`src/rtl/bram_arbiter.sv`:
```
// -----------------------------------------------------------------------------
// bram_arbiter
//   Two-master arbiter in front of the single-port bram_controller.
//   Master 0 is the CPU. Master 1 is the UART firmware loader / debug port.
//   Only one transaction is in flight at a time. Round-robin decides a tie.
//   A per-transaction watchdog completes the granted master with an error
//   response if the slave never asserts ready. A DRAIN phase then waits for
//   the slave to settle before the next grant.
//
// Parameters
//   TIMEOUT_CYCLES  cycles in GRANT without s_mem_ready before the error
//                   response; 0 disables the watchdog
//
// Ports
//   clk, reset_n                 clock; synchronous active-low reset
//   m0_mem_* / m1_mem_*          master request buses:
//                                  valid, addr, wdata and wstrb are inputs;
//                                  ready, err and rdata are outputs
//   s_mem_*                      request bus to bram_controller:
//                                  valid, addr, wdata and wstrb are outputs;
//                                  ready and rdata are inputs
//   grant                        one-hot owner (01 = m0, 10 = m1, 00 = none)
// -----------------------------------------------------------------------------
module bram_arbiter #(
  parameter int unsigned TIMEOUT_CYCLES = 64
) (
  input  logic        clk,
  input  logic        reset_n,

  input  logic        m0_mem_valid,
  output logic        m0_mem_ready,
  output logic        m0_mem_err,
  input  logic [31:0] m0_mem_addr,
  input  logic [31:0] m0_mem_wdata,
  input  logic [3:0]  m0_mem_wstrb,
  output logic [31:0] m0_mem_rdata,

  input  logic        m1_mem_valid,
  output logic        m1_mem_ready,
  output logic        m1_mem_err,
  input  logic [31:0] m1_mem_addr,
  input  logic [31:0] m1_mem_wdata,
  input  logic [3:0]  m1_mem_wstrb,
  output logic [31:0] m1_mem_rdata,

  output logic        s_mem_valid,
  input  logic        s_mem_ready,
  output logic [31:0] s_mem_addr,
  output logic [31:0] s_mem_wdata,
  output logic [3:0]  s_mem_wstrb,
  input  logic [31:0] s_mem_rdata,

  output logic [1:0]  grant
);

  // A disabled watchdog still needs a legal one-bit counter.
  localparam int unsigned WDOG_W =
    (TIMEOUT_CYCLES > 0) ? $clog2(TIMEOUT_CYCLES + 1) : 1;
  localparam logic [WDOG_W-1:0] WDOG_LAST =
    (TIMEOUT_CYCLES > 0) ? WDOG_W'(TIMEOUT_CYCLES - 1) : '0;

  typedef enum logic [1:0] {
    S_IDLE,
    S_GRANT0,
    S_GRANT1,
    S_DRAIN
  } state_t;

  state_t            state;
  logic              last_grant;  // 0 = m0 served last, 1 = m1 served last
  logic [WDOG_W-1:0] wdog;
  logic [WDOG_W-1:0] wdog_inc;
  logic              wdog_expired;
  logic              timeout0;
  logic              timeout1;

  // The counter saturates rather than wraps. This only matters when the
  // watchdog is disabled and a grant is held indefinitely.
  assign wdog_inc     = (wdog == '1) ? wdog : wdog + 1'b1;
  assign wdog_expired = (TIMEOUT_CYCLES != 0) && (wdog == WDOG_LAST);

  // NOTE: sequential state uses non-blocking assignments only, and the reset
  // here is synchronous. A reset_n edge on its own does nothing until the
  // next clk edge.
  always_ff @(posedge clk) begin
    if (!reset_n) begin
      state       <= S_IDLE;
      last_grant  <= 1'b1;         // m0 wins the first tie
      wdog        <= '0;
      grant       <= 2'b00;
      s_mem_valid <= 1'b0;
    end else begin
      case (state)
        S_IDLE: begin
          wdog <= '0;
          if (m0_mem_valid && (!m1_mem_valid || last_grant)) begin
            state       <= S_GRANT0;
            grant       <= 2'b01;
            s_mem_valid <= 1'b1;
          end else if (m1_mem_valid) begin
            state       <= S_GRANT1;
            grant       <= 2'b10;
            s_mem_valid <= 1'b1;
          end
        end

        S_GRANT0, S_GRANT1: begin
          if (s_mem_ready || wdog_expired) begin
            // Normal completion returns to IDLE. A timeout first drains the
            // slave so a late ready cannot be credited to the next owner.
            state       <= s_mem_ready ? S_IDLE : S_DRAIN;
            last_grant  <= (state == S_GRANT1);
            wdog        <= '0;
            grant       <= 2'b00;
            s_mem_valid <= 1'b0;
          end else begin
            wdog <= wdog_inc;
          end
        end

        S_DRAIN: begin
          if (s_mem_ready || wdog_expired) begin
            state <= S_IDLE;
            wdog  <= '0;
          end else begin
            wdog <= wdog_inc;
          end
        end

        default: begin
          state       <= S_IDLE;
          wdog        <= '0;
          grant       <= 2'b00;
          s_mem_valid <= 1'b0;
        end
      endcase
    end
  end

  // The completion pulse must appear in the same cycle as s_mem_ready, so
  // it is decoded from the registered grant.
  assign timeout0 = grant[0] && wdog_expired && !s_mem_ready;
  assign timeout1 = grant[1] && wdog_expired && !s_mem_ready;

  // reset_n gates the pulses so that a transaction cut short by reset never
  // reports completion.
  assign m0_mem_ready = reset_n && grant[0] && (s_mem_ready || wdog_expired);
  assign m1_mem_ready = reset_n && grant[1] && (s_mem_ready || wdog_expired);
  assign m0_mem_err   = reset_n && timeout0;
  assign m1_mem_err   = reset_n && timeout1;

  assign m0_mem_rdata = (grant[0] && !timeout0) ? s_mem_rdata : 32'h0;
  assign m1_mem_rdata = (grant[1] && !timeout1) ? s_mem_rdata : 32'h0;

  // Zero the request fields while nobody owns the bus. This prevents a
  // spurious write strobe from reaching the BRAM.
  // NOTE: every signal driven from always_comb gets a default first, so no
  // path through the block can leave it unassigned and infer a latch.
  always_comb begin
    s_mem_addr  = 32'h0;
    s_mem_wdata = 32'h0;
    s_mem_wstrb = 4'h0;
    if (grant[0]) begin
      s_mem_addr  = m0_mem_addr;
      s_mem_wdata = m0_mem_wdata;
      s_mem_wstrb = m0_mem_wstrb;
    end else if (grant[1]) begin
      s_mem_addr  = m1_mem_addr;
      s_mem_wdata = m1_mem_wdata;
      s_mem_wstrb = m1_mem_wstrb;
    end
  end

endmodule

```
`config.mk`:
```
export PLATFORM = sky130hd
export DESIGN_NAME = bram_arbiter
export DESIGN_NICKNAME = d
export VERILOG_FILES = /design/src/rtl/bram_arbiter.sv
export SDC_FILE = /design/constraint.sdc
export NUM_CORES = 1
export LEC_CHECK = 0
export ABC_CLOCK_PERIOD_IN_PS = 5300
export CAP_MARGIN = 40
export CELL_PAD_IN_SITES_DETAIL_PLACEMENT = 0
export CELL_PAD_IN_SITES_GLOBAL_PLACEMENT = 1
export CORE_AREA = 2 2 121 123
export DETAILED_ROUTE_END_ITERATION = 12
export DIE_AREA = 0 0 123 125
export PLACE_DENSITY_LB_ADDON = 0.1
export SETUP_SLACK_MARGIN = 0.5
export SLEW_MARGIN = 0
export SYNTH_ARGS = -nofsm -noshare
export SYNTH_HDL_FRONTEND = slang
export SYNTH_SLANG_ARGS = --single-unit
```
`constraint.sdc`:
```
create_clock -name clk -period 5.3 [get_ports clk]
set_input_delay 1.325 -clock clk [delete_from_list [all_inputs] [get_ports clk]]
set_output_delay 1.325 -clock clk [all_outputs]
set_load 0.005 [all_outputs]
```
==> flow_metrics.env, run 1 <==
export IMPL_status="completed"
export IMPL_syn_avg_cell_area_um2=7.89
export IMPL_nets=716
export IMPL_numCtsBuffers=3
export IMPL_regArea_um2=262
export IMPL_end_kind="output port"
export IMPL_syn2layout_area_growth_pct=173
export IMPL_cts_resized=0
export IMPL_drive_gt1_frac=0.0260
export IMPL_clock_root_buffer="clkbuf_16"
export IMPL_synth_area_leaders="a22o_1 31%, and2_1 22%, dfxtp_1 14%"
export IMPL_multiInputGateArea_um2=1500
export IMPL_synthTopCellsByCount="68 x a22o_1, 66 x and2_1, 13 x dfxtp_1"
export IMPL_viasPerCell=4.33
export IMPL_crit_type="in2out"
export IMPL_period_share=0.840
export IMPL_hold_buffers=0
export IMPL_power_leakage_uw=0.00195
export IMPL_async_reset_ff_frac=0
export IMPL_wl_per_cell_um=19.7
export IMPL_drtPass1Iterations=4
export IMPL_path_cells="clkdlybuf4s50_1 -> o21a_4 -> and2_1 -> clkdlybuf4s50_1"
export IMPL_ys_seq_area_frac=0.136
export IMPL_synth_cells=243
export IMPL_synth_edf_count=0
export IMPL_clock_latency_ns=0.24
export IMPL_vias=3134
export IMPL_rows=44
export IMPL_antenna_found_initial=1
export IMPL_crit_top_cell="clkdlybuf4s50_1"
export IMPL_dieArea_um2=15400
export IMPL_synth_most_common_cell="a22o_1"
export IMPL_relSlewSlack=0.450
export IMPL_grt_pass1_wl_mm=19.6
export IMPL_grt_max_degree=74
export IMPL_htreeDepth=1
export IMPL_clock_sinks=13
export IMPL_grt_pass1_vias=3197
export IMPL_setup_tns_final_ns=0
export IMPL_grt_overflow_total=0
export IMPL_wl_mm=14.3
export IMPL_arrival_ns=3.13
export IMPL_dp_hpwl_mm=11.7
export IMPL_fmax_ghz=0.225
export IMPL_critPathLaunchType="input pin"
export IMPL_placeableCoreArea_um2=14200
export IMPL_finalMaxSlewViolations=0
export IMPL_worst_path_largest_cell_delay_ns=0.67
export IMPL_drtAntennaViolNets=0
export IMPL_syn_area_um2=1920
export IMPL_synth_largest_area_cell="a22o_1"
export IMPL_worst_pin_slew_ns=0.824
export IMPL_drc=0
export IMPL_grt_use_total=0.169
export IMPL_hold_viol_final=0
export IMPL_die_height_um=125
export IMPL_power_density_nw_per_um2=311
export IMPL_clkTransAtPathRegs_ns=0.05
export IMPL_fillers=1452
export IMPL_synth_distinct_cells=38
export IMPL_port_buffers=311
export IMPL_cts_tree="done"
export IMPL_initial_core_util=0.135
export IMPL_clock_path_buffers=2
export IMPL_io_pins=312
export IMPL_routabilityCongestion=0.847
export IMPL_finalSetupViolCount=0
export IMPL_rsz0062_at_grt="no"
export IMPL_cp_max_fo=32
export IMPL_totalPowerFinal_uw=1620
export IMPL_min_period_ns=4.45
export IMPL_synth_top_area_frac=0.311
export IMPL_die_w_um=123
export IMPL_synth_nets=420
export IMPL_ir_drop_mv=0.189
export IMPL_required_ns=3.97
export IMPL_cap_violations=0
export IMPL_ys_warn_count=0
export IMPL_skew_ns=0.00194
export IMPL_cts_setup_buffers=0
export IMPL_synthFlopType="dfxtp_1"
export IMPL_worst_path_max_delay_cell="clkdlybuf4s50_1"
export IMPL_hold_path_class="reg2reg"
export IMPL_drtIter0Drc=70
export IMPL_ys_ff_latch=13
==> per-stage QoR <==
step / instance area [um2] / util / hold slack, ns / setup WS, ns / std cells
2_1_floorplan: 1920 / - / 0.460 / 2.16 / 243
3_3_place_gp: 5140 / 0.362 / 0.489 / 0.843 / 718
3_5_place_dp: 5140 / 0.362 / 0.504 / 0.843 / 718
4_1_cts: 5220 / 0.368 / 0.513 / 0.832 / 722
5_1_grt: 5230 / 0.368 / 0.547 / 0.773 / 723
6_report: 5230 / 0.368 / 0.503 / 0.848 / 723
==> sequential cells by signal, summed over array words and instances, names as in the netlist <==
signal and flops:
s_mem_valid 1, grant 2, wdog 7, last_grant 1
state 2
==> worst max-delay path, delay by kind of cell <==
family          cells  cell delay (ns)
simple gates        1             0.18
compound gates      1             0.37
buf+inv             2             1.25
==> cells by family (layout without fill, tap and decap cells) <==
group                    after synthesis  in the layout  synth area share
AO/OA/AOI/OAI                         92             92             0.413
flip-flops                            13             13             0.136
other                                  0              1                 0
XOR/XNOR                               3              3            0.0137
adder cells (fa/ha/maj)                4              4            0.0261
buffers and inverters                 27            322            0.0842
AND/OR/NAND/NOR                      104            104             0.328
==> metal layers <==
layer,wire length (um),global-route usage
met4,342,0.0421
met2,7150,0.317
met5,0,0
met3,1870,0.0721
met1,4900,0.169
==> path summary, 6_finish.rpt <==
check,depth (start not counted),slack [ns],to,from
worst max-delay path,4,0.85,m0_mem_rdata[1],s_mem_ready
worst min-delay path,2,0.50,s_mem_valid$_SDFFE_PN0P_,s_mem_valid$_SDFFE_PN0P_
worst max register to register,6,3.55,state[1]$_SDFFE_PN0P_,state[0]$_SDFFE_PN0P_
worst min register to register,2,0.50,s_mem_valid$_SDFFE_PN0P_,s_mem_valid$_SDFFE_PN0P_
==> power by group <==
part | leakage, uW | internal (uW) | switching [uW] | total [uW]
Sequential | 0.000106 | 120 | 20.2 | 140
Clock | 0.0000382 | 102 | 42.6 | 144
Combinational | 0.00181 | 808 | 531 | 1340
==> layout by cell type (no fill, tap or decap), types with 3 or more instances in the layout <==
cell type and count:
a21boi_0 4, a21oi_1 3, a22o_1 68, and2_1 66, and3_1 6, buf_4 3
clkbuf_16 3, clkdlybuf4s50_1 311, dfxtp_1 12, ha_1 4, inv_1 4, nand2_1 6
nand3_1 4, nor2_1 7, nor2b_1 4, o21ai_0 4
==> cell type report <==
class	instances	share of cell area
Multi-Input combinational cell	203	0.288
Timing Repair Buffer	314	0.600
Tap cell	184	0.0441
Inverter	4	0.00287
Sequential cell	13	0.0500
Antenna cell	1	0.000479
Clock buffer	4	0.0151
(Power assumes the default switching activity.)
==> run 2, diff against run 1 <==
ABC_CLOCK_PERIOD_IN_PS = 3920   (was 5300)
CORE_AREA = not set   (was 2 2 121 123)
CORE_UTILIZATION = 12   (was not set)
DIE_AREA = not set   (was 0 0 123 125)
clock period = 3.92 ns   (was 5.3 ns; I/O delays follow)
==> run 2 against run 1 <==
Register-to-register slack got worse by 1.4 ns. Global-route usage shrank 1.8 points. Sequential cell count is the same. Sequential power increased by 47%. Critical endpoint is now m0_mem_rdata[5]. Clock skew hardly changed. Setup slack worse by 0.31 ns. Cell area is 1.6% higher. Clock power increased by 33%. Total power increased by 36%. Largest power group unchanged. First-iteration DRC count increased by 11%. Critical path type unchanged.
==> flow_metrics.env, run 2 (synthesis results as in run 1) <==
export IMPL_drive_gt1_frac=0.0333
export IMPL_wl_mm=13.6
export IMPL_initial_core_util=0.125
export IMPL_hold_viol_final=0
export IMPL_top_regs="wdog: 7 flops, grant: 2 flops, state: 2 flops"
export IMPL_dieArea_um2=16500
export IMPL_clock_sinks=13
export IMPL_cap_violations=0
export IMPL_worst_path_max_delay_cell="clkdlybuf4s50_1"
export IMPL_numCtsBuffers=3
export IMPL_dpl_cell_area_um2=5210
export IMPL_fin_ws_ns=0.534
export IMPL_grt_pass1_wl_mm=18.7
export IMPL_rows=45
export IMPL_drtAntennaViolNets=0
export IMPL_path_cells="dlygate4sd2_1 -> o21a_2 -> and2_1 -> clkdlybuf4s50_1"
export IMPL_critPathTopFamily="buffers and inverters"
export IMPL_hold_buffers=0
export IMPL_clock_root_buffer="clkbuf_16"
export IMPL_critPathLaunchType="input pin"
export IMPL_clkTransAtPathRegs_ns=0.05
export IMPL_largest_register_ffs=7
export IMPL_drtPass1Iterations=4
export IMPL_finalSetupViolCount=0
export IMPL_diodes=0
export IMPL_period_share=0.864
export IMPL_path_depth=4
export IMPL_grt_use_total=0.151
export IMPL_skew_ns=0.00190
export IMPL_power_density_nw_per_um2=415
export IMPL_setup_tns_final_ns=0
export IMPL_port_buffers=311
export IMPL_totalPowerFinal_uw=2200
export IMPL_relSlewSlack=0.678
export IMPL_drc=0
export IMPL_power_leakage_uw=0.00197
export IMPL_die_height_um=128
export IMPL_vias=3141
export IMPL_required_ns=2.94
export IMPL_arrival_ns=2.41
export IMPL_placeableCoreArea_um2=15400
export IMPL_pre_cts_slack_ns=0.333
export IMPL_mostFrequentLayoutCells="310 x clkdlybuf4s50_1, 68 x a22o_1, 66 x and2_1"
export IMPL_hold_path_class="reg2reg"
export IMPL_min_period_ns=3.39
export IMPL_clock_latency_ns=0.24
export IMPL_dp_hpwl_mm=10.9
export IMPL_layout_commonest_cell="clkdlybuf4s50_1"
export IMPL_worst_path_largest_cell_delay_ns=0.50
export IMPL_fin_area_um2=5310
export IMPL_finalMaxSlewViolations=0
export IMPL_grt_max_degree=68
export IMPL_antenna_found_initial=0
export IMPL_clock_path_buffers=2
export IMPL_wl_per_cell_um=18.0
export IMPL_r2r_setup_slack_ns=2.15
export IMPL_worst_pin_slew_ns=0.482
export IMPL_nets=719
export IMPL_min_delay_path_depth=2
export IMPL_drtIter0Drc=78
export IMPL_hold_slack_ns=0.497
export IMPL_ir_drop_mv=0.212
export IMPL_cp_max_fo=16
export IMPL_syn2layout_area_growth_pct=177
export IMPL_cts_tree="done"
export IMPL_routabilityCongestion=0.704
export IMPL_htreeDepth=1
export IMPL_reg2regPathDepth=6
export IMPL_grt_pass1_vias=3165
export IMPL_status="completed"
export IMPL_crit_type="in2out"
export IMPL_io_pins=312
export IMPL_rsz0062_at_grt="yes"
export IMPL_viasPerCell=4.18
export IMPL_crit_buf_inv=2
export IMPL_grt_overflow_total=0
export IMPL_die_w_um=128
export IMPL_fmax_ghz=0.295
export IMPL_end_kind="output port"
export IMPL_largest_register="wdog"
-- run 2: cell count changes in the layout (fill, tap and decap cells not counted), sizes merged --
cell / change
clkdlybuf4s50: -1
dlygate4sd2: +1
buf: +1
diode: -1
o21a: +2
-- run 2: final timing paths --
| path | from | end |
|---|---|---|
| max | s_mem_ready | m0_mem_rdata[5] |
| min | s_mem_valid$_SDFFE_PN0P_ | s_mem_valid$_SDFFE_PN0P_ |
| max reg2reg | state[1]$_SDFFE_PN0P_ | state[1]$_SDFFE_PN0P_ |
| min reg2reg | s_mem_valid$_SDFFE_PN0P_ | s_mem_valid$_SDFFE_PN0P_ |
-- run 2: timing repair --
| action | 4_1_cts | 5_1_grt |
|---|---|---|
| gates cloned | 2 | 0 |
| buffers inserted | 0 | 0 |
| setup endpoints to repair | 68 | 34 |
| pin swaps | 2 | 0 |
| resized for setup | 1 | 1 |
-- run 2: area by class of cell --
type / instances / area, um2
Clock buffer: 4 / 78.8
Tap cell: 211 / 264
Multi-Input combinational cell: 205 / 1520
Inverter: 4 / 15.0
Sequential cell: 13 / 262
Fill cell: 1611 / 10100
Timing Repair Buffer: 315 / 3170
-- run 2: through the flow --
stage,std cells,utilization
2_1_floorplan,243,-
3_3_place_gp,746,0.339
3_5_place_dp,746,0.339
4_1_cts,752,0.345
5_1_grt,752,0.345
6_report,752,0.345
-- run 2: worst min-delay path, cell delays in order (launching register included) --
cell      delay (ns)
dfxtp_1         0.31
o21ai_0         0.06
a21boi_0        0.07
-- run 2: layer usage --
| metal | vias up | global-route usage | wire length (um) |
|---|---|---|---|
| met3 | 4 | 0.0453 | 1310 |
| met2 | 198 | 0.313 | 7480 |
| li1 | 1510 | - | - |
| met4 | 0 | 0.0138 | 65 |
| met1 | 1429 | 0.150 | 4710 |
| met5 | - | 0 | 0 |
-- run 2: power by group --
part           internal (uW)  switching [uW]
clock                    137            54.2
combinational           1110             692
sequential               162            43.2
